### src/rtl/uart_rxq_pkg.sv
// uart_rxq_pkg: shared types and constants for the buffered UART receiver.
//   uart_state_t : receive FSM states
//   OSR          : oversampling ratio (ticks per bit)
//   SAMPLE_MID   : centre tick of the three-sample majority window
//   maj3()       : 2-of-3 majority vote
package uart_rxq_pkg;

    typedef enum logic [2:0] {
        IDLE,
        START,
        DATA,
        STOP,
        BREAK
    } uart_state_t;

    localparam int OSR        = 16;
    localparam int SAMPLE_MID = 8;

    function automatic logic maj3(input logic [2:0] s);
        return (s[0] & s[1]) | (s[0] & s[2]) | (s[1] & s[2]);
    endfunction

endpackage

### src/rtl/sync_fifo.sv
// sync_fifo: single-clock circular FIFO with show-ahead output.
//   clk, rst_ : clock, asynchronous active-low reset
//   we, din   : write strobe and data (ignored when full unless a pop happens too)
//   re        : read strobe (ignored when empty)
//   dout      : head entry; holds the last popped value while empty
//   full      : no free entry
//   empty     : no valid entry
//   count     : occupancy, wptr - rptr
module sync_fifo #(
    parameter int WIDTH = 8,
    parameter int DEPTH = 8
) (
    input  logic                     clk,
    input  logic                     rst_,
    input  logic                     we,
    input  logic [WIDTH-1:0]         din,
    input  logic                     re,
    output logic [WIDTH-1:0]         dout,
    output logic                     full,
    output logic                     empty,
    output logic [$clog2(DEPTH):0]   count
);

    localparam int AW = $clog2(DEPTH);

    logic [WIDTH-1:0] mem [DEPTH];
    // Pointers carry one extra wrap bit so full and empty are distinguishable.
    logic [AW:0]      wptr_q;
    logic [AW:0]      rptr_q;
    logic [WIDTH-1:0] last_q;
    logic             do_push;
    logic             do_pop;

    assign empty   = (wptr_q == rptr_q);
    assign full    = (wptr_q[AW] != rptr_q[AW]) && (wptr_q[AW-1:0] == rptr_q[AW-1:0]);
    assign do_pop  = re && !empty;
    // A pop in the same cycle frees the slot, so a push into a full FIFO is allowed then.
    assign do_push = we && (!full || do_pop);
    assign count   = wptr_q - rptr_q;
    assign dout    = empty ? last_q : mem[rptr_q[AW-1:0]];

    // NOTE: storage has no reset; only entries between the pointers are ever read.
    always_ff @(posedge clk) begin
        if (do_push) begin
            mem[wptr_q[AW-1:0]] <= din;
        end
    end

    // NOTE: sequential state uses non-blocking assignments so every flop samples
    // pre-edge values regardless of statement order.
    always_ff @(posedge clk or negedge rst_) begin
        if (!rst_) begin
            wptr_q <= '0;
            rptr_q <= '0;
            last_q <= '0;
        end else begin
            if (do_push) begin
                wptr_q <= wptr_q + (AW+1)'(1);
            end
            if (do_pop) begin
                rptr_q <= rptr_q + (AW+1)'(1);
                last_q <= mem[rptr_q[AW-1:0]];
            end
        end
    end

endmodule

### src/rtl/uart_rxq.sv
// uart_rxq: 8N1 UART receiver, 16x oversampled, feeding a receive FIFO.
//   clk, rst_ : system clock, asynchronous active-low reset
//   rx        : serial line (idle high, asynchronous)
//   re        : pop FIFO head when rxavail=1
//   clr       : clear sticky ferr/ovf (a same-cycle new error wins)
//   dout      : FIFO head byte (show-ahead)
//   rxavail   : FIFO not empty
//   count     : FIFO occupancy
//   ferr      : sticky framing error
//   ovf       : sticky overflow (received byte dropped)
module uart_rxq
    import uart_rxq_pkg::*;
#(
    parameter int CLK_HZ = 50_000_000,
    parameter int BAUD   = 115200,
    parameter int DEPTH  = 8
) (
    input  logic                   clk,
    input  logic                   rst_,
    input  logic                   rx,
    input  logic                   re,
    input  logic                   clr,
    output logic [7:0]             dout,
    output logic                   rxavail,
    output logic [$clog2(DEPTH):0] count,
    output logic                   ferr,
    output logic                   ovf
);

    // Rounded clocks per oversample tick.
    localparam int DIV   = (CLK_HZ + (BAUD * OSR) / 2) / (BAUD * OSR);
    localparam int DIV_W = $clog2(DIV + 1);

    localparam logic [3:0] S_LO    = 4'(SAMPLE_MID - 1);
    localparam logic [3:0] S_MID   = 4'(SAMPLE_MID);
    localparam logic [3:0] S_HI    = 4'(SAMPLE_MID + 1);
    localparam logic [3:0] BIT_END = 4'(OSR - 1);

    logic             rx_meta_q;
    logic             rx_sync_q;
    uart_state_t      state_q;
    uart_state_t      state_d;
    logic [DIV_W-1:0] div_q;
    logic [3:0]       os_q;
    logic [2:0]       bit_idx_q;
    logic [7:0]       shreg_q;
    logic [2:0]       samp_q;
    logic             tick;
    logic             vote_end;
    logic             vote_mid;
    logic             byte_push;
    logic             ferr_set;
    logic             ovf_set;
    logic             fifo_full;
    logic             fifo_empty;

    // Two-flop synchronizer; resets to the idle line level.
    always_ff @(posedge clk or negedge rst_) begin
        if (!rst_) begin
            rx_meta_q <= 1'b1;
            rx_sync_q <= 1'b1;
        end else begin
            rx_meta_q <= rx;
            rx_sync_q <= rx_meta_q;
        end
    end

    // Tick divider is parked in IDLE so the bit phase starts at the falling edge.
    assign tick = (state_q != IDLE) && (div_q == DIV_W'(DIV - 1));

    assign vote_end = maj3(samp_q);
    // The stop bit is decided on the third sample tick itself, so the live line
    // value stands in for the not-yet-registered third sample.
    assign vote_mid = maj3({rx_sync_q, samp_q[1:0]});

    always_ff @(posedge clk or negedge rst_) begin
        if (!rst_) begin
            state_q <= IDLE;
        end else begin
            state_q <= state_d;
        end
    end

    // NOTE: every output of this block gets a default first, so no path leaves
    // a variable unassigned and no latch is inferred.
    always_comb begin
        state_d   = state_q;
        byte_push = 1'b0;
        ferr_set  = 1'b0;
        unique case (state_q)
            IDLE: begin
                if (!rx_sync_q) begin
                    state_d = START;
                end
            end
            START: begin
                if (tick && os_q == BIT_END) begin
                    state_d = vote_end ? IDLE : DATA;
                end
            end
            DATA: begin
                if (tick && os_q == BIT_END && bit_idx_q == 3'd7) begin
                    state_d = STOP;
                end
            end
            STOP: begin
                if (tick && os_q == S_HI) begin
                    if (vote_mid) begin
                        byte_push = 1'b1;
                        state_d   = IDLE;
                    end else begin
                        ferr_set = 1'b1;
                        state_d  = BREAK;
                    end
                end
            end
            BREAK: begin
                if (rx_sync_q) begin
                    state_d = IDLE;
                end
            end
            default: state_d = IDLE;
        endcase
    end

    // Oversampling counters, sample capture and data shifter.
    always_ff @(posedge clk or negedge rst_) begin
        if (!rst_) begin
            div_q     <= '0;
            os_q      <= '0;
            bit_idx_q <= '0;
            shreg_q   <= '0;
            samp_q    <= '0;
        end else if (state_q == IDLE) begin
            div_q <= '0;
            os_q  <= '0;
        end else begin
            div_q <= tick ? '0 : div_q + DIV_W'(1);
            if (state_q == START) begin
                bit_idx_q <= '0;
            end
            if (tick) begin
                os_q <= os_q + 4'd1;
                if (os_q == S_LO)  samp_q[0] <= rx_sync_q;
                if (os_q == S_MID) samp_q[1] <= rx_sync_q;
                if (os_q == S_HI)  samp_q[2] <= rx_sync_q;
                if (state_q == DATA && os_q == BIT_END) begin
                    shreg_q   <= {vote_end, shreg_q[7:1]};
                    bit_idx_q <= bit_idx_q + 3'd1;
                end
            end
        end
    end

    // A push into a full FIFO is only lost when no pop frees a slot that cycle.
    assign ovf_set = byte_push && fifo_full && !re;

    always_ff @(posedge clk or negedge rst_) begin
        if (!rst_) begin
            ferr <= 1'b0;
            ovf  <= 1'b0;
        end else begin
            if (ferr_set)  ferr <= 1'b1;
            else if (clr)  ferr <= 1'b0;
            if (ovf_set)   ovf  <= 1'b1;
            else if (clr)  ovf  <= 1'b0;
        end
    end

    sync_fifo #(
        .WIDTH (8),
        .DEPTH (DEPTH)
    ) u_fifo (
        .clk   (clk),
        .rst_  (rst_),
        .we    (byte_push),
        .din   (shreg_q),
        .re    (re),
        .dout  (dout),
        .full  (fifo_full),
        .empty (fifo_empty),
        .count (count)
    );

    assign rxavail = !fifo_empty;

endmodule

### config.mk
export PLATFORM = sky130hd
export DESIGN_NAME = uart_rxq
export DESIGN_NICKNAME = d
export VERILOG_FILES = /design/src/rtl/uart_rxq_pkg.sv /design/src/rtl/sync_fifo.sv /design/src/rtl/uart_rxq.sv
export SDC_FILE = /design/constraint.sdc
export NUM_CORES = 1
export LEC_CHECK = 0
export BUFFER_PORTS_ARGS = -buffer_cell sky130_fd_sc_hd__buf_2
export CAP_MARGIN = 20
export CORE_MARGIN = 2
export CORE_UTILIZATION = 35
export DETAILED_ROUTE_END_ITERATION = 8
export MAX_ROUTING_LAYER = met4
export PLACE_DENSITY = 0.57
export SLEW_MARGIN = 0
export SYNTH_ARGS = -nofsm -noshare
export SYNTH_HDL_FRONTEND = slang
export SYNTH_SLANG_ARGS = --single-unit
### constraint.sdc
create_clock -name clk -period 3.8 [get_ports clk]
set_clock_uncertainty 0.1 [all_clocks]
set_input_delay 0.76 -clock clk [delete_from_list [all_inputs] [get_ports clk]]
set_output_delay 0.76 -clock clk [all_outputs]
set_load 0.05 [all_outputs]
Word-level counts from Yosys, hierarchy flattened
Memories as Yosys holds them, arrays and structs flattened.
Index checks and enable logic that the tools add are counted.

storage, ports and cells
  register bits after elaboration = 46
  latch bits = 0
  memory bits (writable) = 64
  bits in read-only memories = 0
  input bits = 5
  output and inout bits = 15
  logic and storage cells = 101
  memories = 1

memory list
  memory      words  width  rd ports  clocked after Yosys merged registers in  wr ports  line             RTL
  u_fifo.mem  8      8      1         0                                        1         sync_fifo.sv:26  logic [WIDTH-1:0] mem [DEPTH];

cells by class
  add/subtract/negate cells = 6
  multiply operators = 0
  div/mod/pow operators = 0
  $lt $le $gt $ge = 0
  equality and inequality tests = 18
  shifts and indexed selects = 0
  muxes and demuxes = 27
  bitwise logic cells = 10
  reductions and logical operators = 24

operators with widths
  cell                                           count
  two-way mux 3 bit                              9
  one-hot mux 3 bit (5 select lines)             1
  adder 4 x 1 -> 4 bit, second input constant    3
  == test 4 bit, second input constant           3
  AND reduction 3 bit                            4
  two-way mux 1 bit                              11
  logical AND 1 bit                              10
  two-way mux 5 bit                              2
  inequality test 2 bit, second input constant   5
  two-way mux 4 bit                              2
  two-way mux 8 bit                              1
  == test 3 x 2 -> 1 bit, second input constant  2
  == test 3 bit, second input constant           2
  nonzero test 2 bit                             3
  adder 5 x 1 -> 5 bit, second input constant    1
  bitwise AND 1 bit                              5
  == test 5 bit, second input constant           1
  AND reduction 5 bit                            1
  == test 4 x 3 -> 1 bit, second input constant  1
  == test 4 bit                                  1
  bitwise OR 1 bit                               4
  subtractor 4 bit                               1
  adder 3 x 1 -> 3 bit, second input constant    1
  == test 3 x 1 -> 1 bit, second input constant  1
  8 further kinds                                10

Depth between registers and ports, before layout
  depth after elaboration = 9
  depth in mapped cells = 9
  gate-level depth less buffers = 6

Modules after synthesis
A second synthesis with hierarchy kept.

unflattened totals
  cell total of the unflattened synthesis = 359
  area total of the unflattened synthesis = 4894.7 µm²

by module, submodules not included
  module     instances  cells an instance  area each (µm²)  sequential area each (µm²)
  sync_fifo  1          224                3384.5           2322.2
  uart_rxq   1          135                1510.2           753.2

Worst setup path before layout
OpenSTA, ideal clock, no wires.

  path type = register to output
  start point = register u_fifo.rptr_q[2]
  end point = output port dout[2]
  arrival = 2952 ps
  data required time = 2940 ps
  path slack = -12 ps
  cell stages (with the launch flop) = 9
  buffers on the path = 3
  cell sequence = dfrtp_1 > clkbuf_1 > clkbuf_1 > inv_1 > ha_1 > nand3_1 > nor2_1 > clkbuf_1 > o21ai_0

on the way
  cells in the longest elaborated chain, start to end = 2
  elaborated cells on any way between the ends = 3
  classes of those cells = eq/ne (1); mux (1); memory (1)

RTL lines
  element                                                     line             RTL
  from (decl)                                                 sync_fifo.sv:29  logic [AW:0] rptr_q;
  from (signal assigned)                                      sync_fifo.sv:61  rptr_q <= rptr_q + (AW+1)'(1);
  memory (8 x 8 bit) / == test 4 bit (equally long branches)  n/a
  two-way mux 8 bit (*)                                       sync_fifo.sv:40  assign dout = empty ? last_q : mem[rptr_q[AW-1:0]];
  to (decl)                                                   uart_rxq.sv:23   output logic [7:0] dout,

Mark *: on every way between the ends. The rest lies on a longest branch, timed or not.

Worst setup path in the final report
  start point = register u_fifo.rptr_q[2]
  end point = output port dout[4]

Same word-level chain as after synthesis.

==> summary.txt <==
GRT
  – Largest net degree at the start of global routing: 27
  – Final global-route overflow total: 0
  – Vias in the first global route: between 2000 and 3000
  – Initial antenna violation count: 0
  – GRT Resource Usage Total: 0.1219
  – First-pass GRT wire length: 13190 um

STA
  – Slew at the pin with the worst max-slew slack: roughly 0.7 ns
  – Fmax: about 310 MHz
  – Setup TNS: 0 ns
  – Slew headroom: 0.5369
  – Period utilization: 0.8467
  – Final Critical Period: ~3.2 ns
  – Unrepaired setup endpoints after global routing: no
  – # setup viols final: 0
  – Slew Limit Fails: 0
  – Final hold vios: 0

Finish
  – Antenna Cells: 0
  – Nets: approximately 360
  – Layout cells sized above 1: 0.2254
  – Layout Utilization: 0.4045
  – Commonest non-fill, non-tap cell in the layout: edfxtp_1
  – Area Growth Syn to Fin: 13.37%
  – Non-Filler Instances: 522
  – Most frequent cells in the layout: edfxtp_1, dfrtp_1, nand2_1

Hold path
  – Min-Delay Path Class: flip-flop to flip-flop

Clock tree
  – CTS Sinks: between 100 and 150
  – Number of buffers created by CTS: 9
  – Clk pin slew, worst setup/hold paths: approximately 0.070 ns
  – Number of H-tree levels: 3
  – PostCTS Resize Cnt: 0
  – Cts hold-fix bufs: 0
  – Clock tree buffer depth: 2
  – Root buffer cell: clkbuf_16
  – CTS tree: done
  – Worst skew pair latency: approximately 0.34 ns
  – Setup Fix Bufs, Post-CTS: 0

Pwr
  – Max VDD drop: ~0.25 mV
  – Pleak: roughly 2.2 nW
  – Pwr/cell area: around 520 nW/um^2

Yosys
  – Cells after Synth: roughly 310
  – Register bit count reported by yosys: 110
  – Netlist Area Pre-Place: 4687 um^2
  – Number of synthesized flops with an enable pin: between 60 and 70
  – Seq/Total Area, Yosys: 0.6562
  – Synth Warn #: 0
  – Syn Nets: around 330
  – Syn avg cell area: between 10 and 15 um^2
  – Ys flop type: edfxtp_1
  – Count of cell types in the netlist: 44
  – Ys async rst share: 0.4182

Routing
  – DRC: 0
  – Drt first pass iters: 6
  – Via Count: approximately 2500
  – Routed wire per std cell: ~15 um
  – Routed WL: 7722 um
  – Antenna Nets Post-Route: 0
  – Via density: ~4.8
  – DR iter-0 viols: ~210

Setup path
  – Crit path DAT: approximately 2.4 ns
  – Crit end category: output pin
  – Worst-path maximum fanout: 18
  – Crit start category: flip-flop
  – WP data required: ~2.9 ns
  – WS Path Type: flip-flop to output pin

Die
  – Starting Density: 0.3568
  – Site Rows: between 40 and 50
  – I/O pins: 20
  – Die area: between 10000 and 15000 um^2
  – Vert. Die Dim: between 100 and 150 um
  – CORE AREA: 13140 um^2
  – Die extent in x: 119.7 um

Placed design
  – Port bufs: 19
  – Placed cells: 506
  – Placer Congestion: 0.7047
  – Post-detail-place hpwl: approximately 5400 um

Run
  – Max Cap Viol: 0

Run status
  – Status: complete, no violations
[logic make-up (layout without fill, tap and decap cells)]
| family | after synthesis | count (layout) | share of synthesized area |
|---|---|---|---|
| and+or+nand+nor | 72 | 72 | 0.08089 |
| xor gates and xnor gates | 15 | 15 | 0.02803 |
| buffers and inverters | 28 | 61 | 0.02349 |
| muxes | 39 | 39 | 0.1297 |
| AOI/OAI and AO/OA | 34 | 34 | 0.04111 |
| DFF | 110 | 110 | 0.6562 |
| adders and majority gates | 15 | 15 | 0.04058 |
[final timing paths]
check	startpoint	to	slack [ns]	cells past startpoint
worst max-delay path	u_fifo.rptr_q[2]	dout[4]	0.58	9
min in group asynchronous	rst_	div_q[1]	0.31	1
worst min-delay path	rx_meta_q	rx_sync_q	0.26	0
max in group asynchronous	rst_	rx_sync_q	2.53	2
worst min register to register	rx_meta_q	rx_sync_q	0.26	0
worst max register to register	div_q[0]	u_fifo.mem[4][3]	1.04	6
[final cells by class]
type | instances | area [um^2]
multi-input cells | 175 | 1501
well taps | 176 | 220.2
clock inverters | 2 | 15.01
repair buffers | 28 | 162.7
inverters | 17 | 63.81
flip-flops and latches | 110 | 3075
fillers | 1219 | 7824
clock buffers | 14 | 275.3
[critical path, stage by stage (launching register included)]
cell,delay [ns]
dfrtp_1,0.32
buf_4,0.26
inv_1,0.12
ha_1,0.34
nand3_1,0.15
nor2_1,0.15
buf_4,0.22
nand2_1,0.06
o21ai_0,0.07
buf_2,0.29
[synth_stat cells (7+ instances only)]
cell type   n  area, um^2
mux4_2     16       360.4
dfrtp_1    44        1101
xor2_1      8       70.07
xnor2_1     7       61.31
mux2_2     13       146.4
inv_1      15       56.30
nand2_1    26       97.59
ha_1       12       150.1
nand3_1     7       35.03
edfxtp_1   64        1922
a21oi_1     7       35.03
o21ai_0    19       95.09
mux2i_1     9       90.09
nor2_1     14       52.55
[state kept, by name, summed over array words and instances (netlist names)]
name           count
ferr               1
state_q            3
u_fifo.rptr_q      4
u_fifo.wptr_q      4
samp_q             3
u_fifo.last_q      8
div_q              5
rx_meta_q          1
u_fifo.mem        64
bit_idx_q          3
os_q               4
ovf                1
shreg_q            8
rx_sync_q          1
[through the flow]
| step | area [um^2] | total power (W) | worst slack [ns] | hold slack [ns] |
|---|---|---|---|---|
| floorplan | 4687 | 0.001757 | 0.1923 | 0.2452 |
| global placement | 5024 | 0.001884 | 0.9753 | 0.2468 |
| detailed placement | 5024 | 0.001893 | 0.9291 | 0.2506 |
| CTS | 5314 | 0.002803 | 0.5551 | 0.2642 |
| global route | 5314 | 0.002896 | 0.3283 | 0.2666 |
| finish | 5314 | 0.002767 | 0.5826 | 0.2606 |
[metal layers]
metal	GRT usage	wire length (um)
met5	-	0
met3	0.02424	174
met2	0.1968	3813
met4	0.04853	130
met1	0.1521	3603
[power by group]
group | switching, W | internal [W] | total (W)
registers | 0.0000227 | 0.00128 | 0.00130
logic | 0.000365 | 0.000192 | 0.000558
clock network | 0.000405 | 0.000504 | 0.000909
total | 0.000793 | 0.00197 | 0.00277
Power figures use the tool's default switching activity.
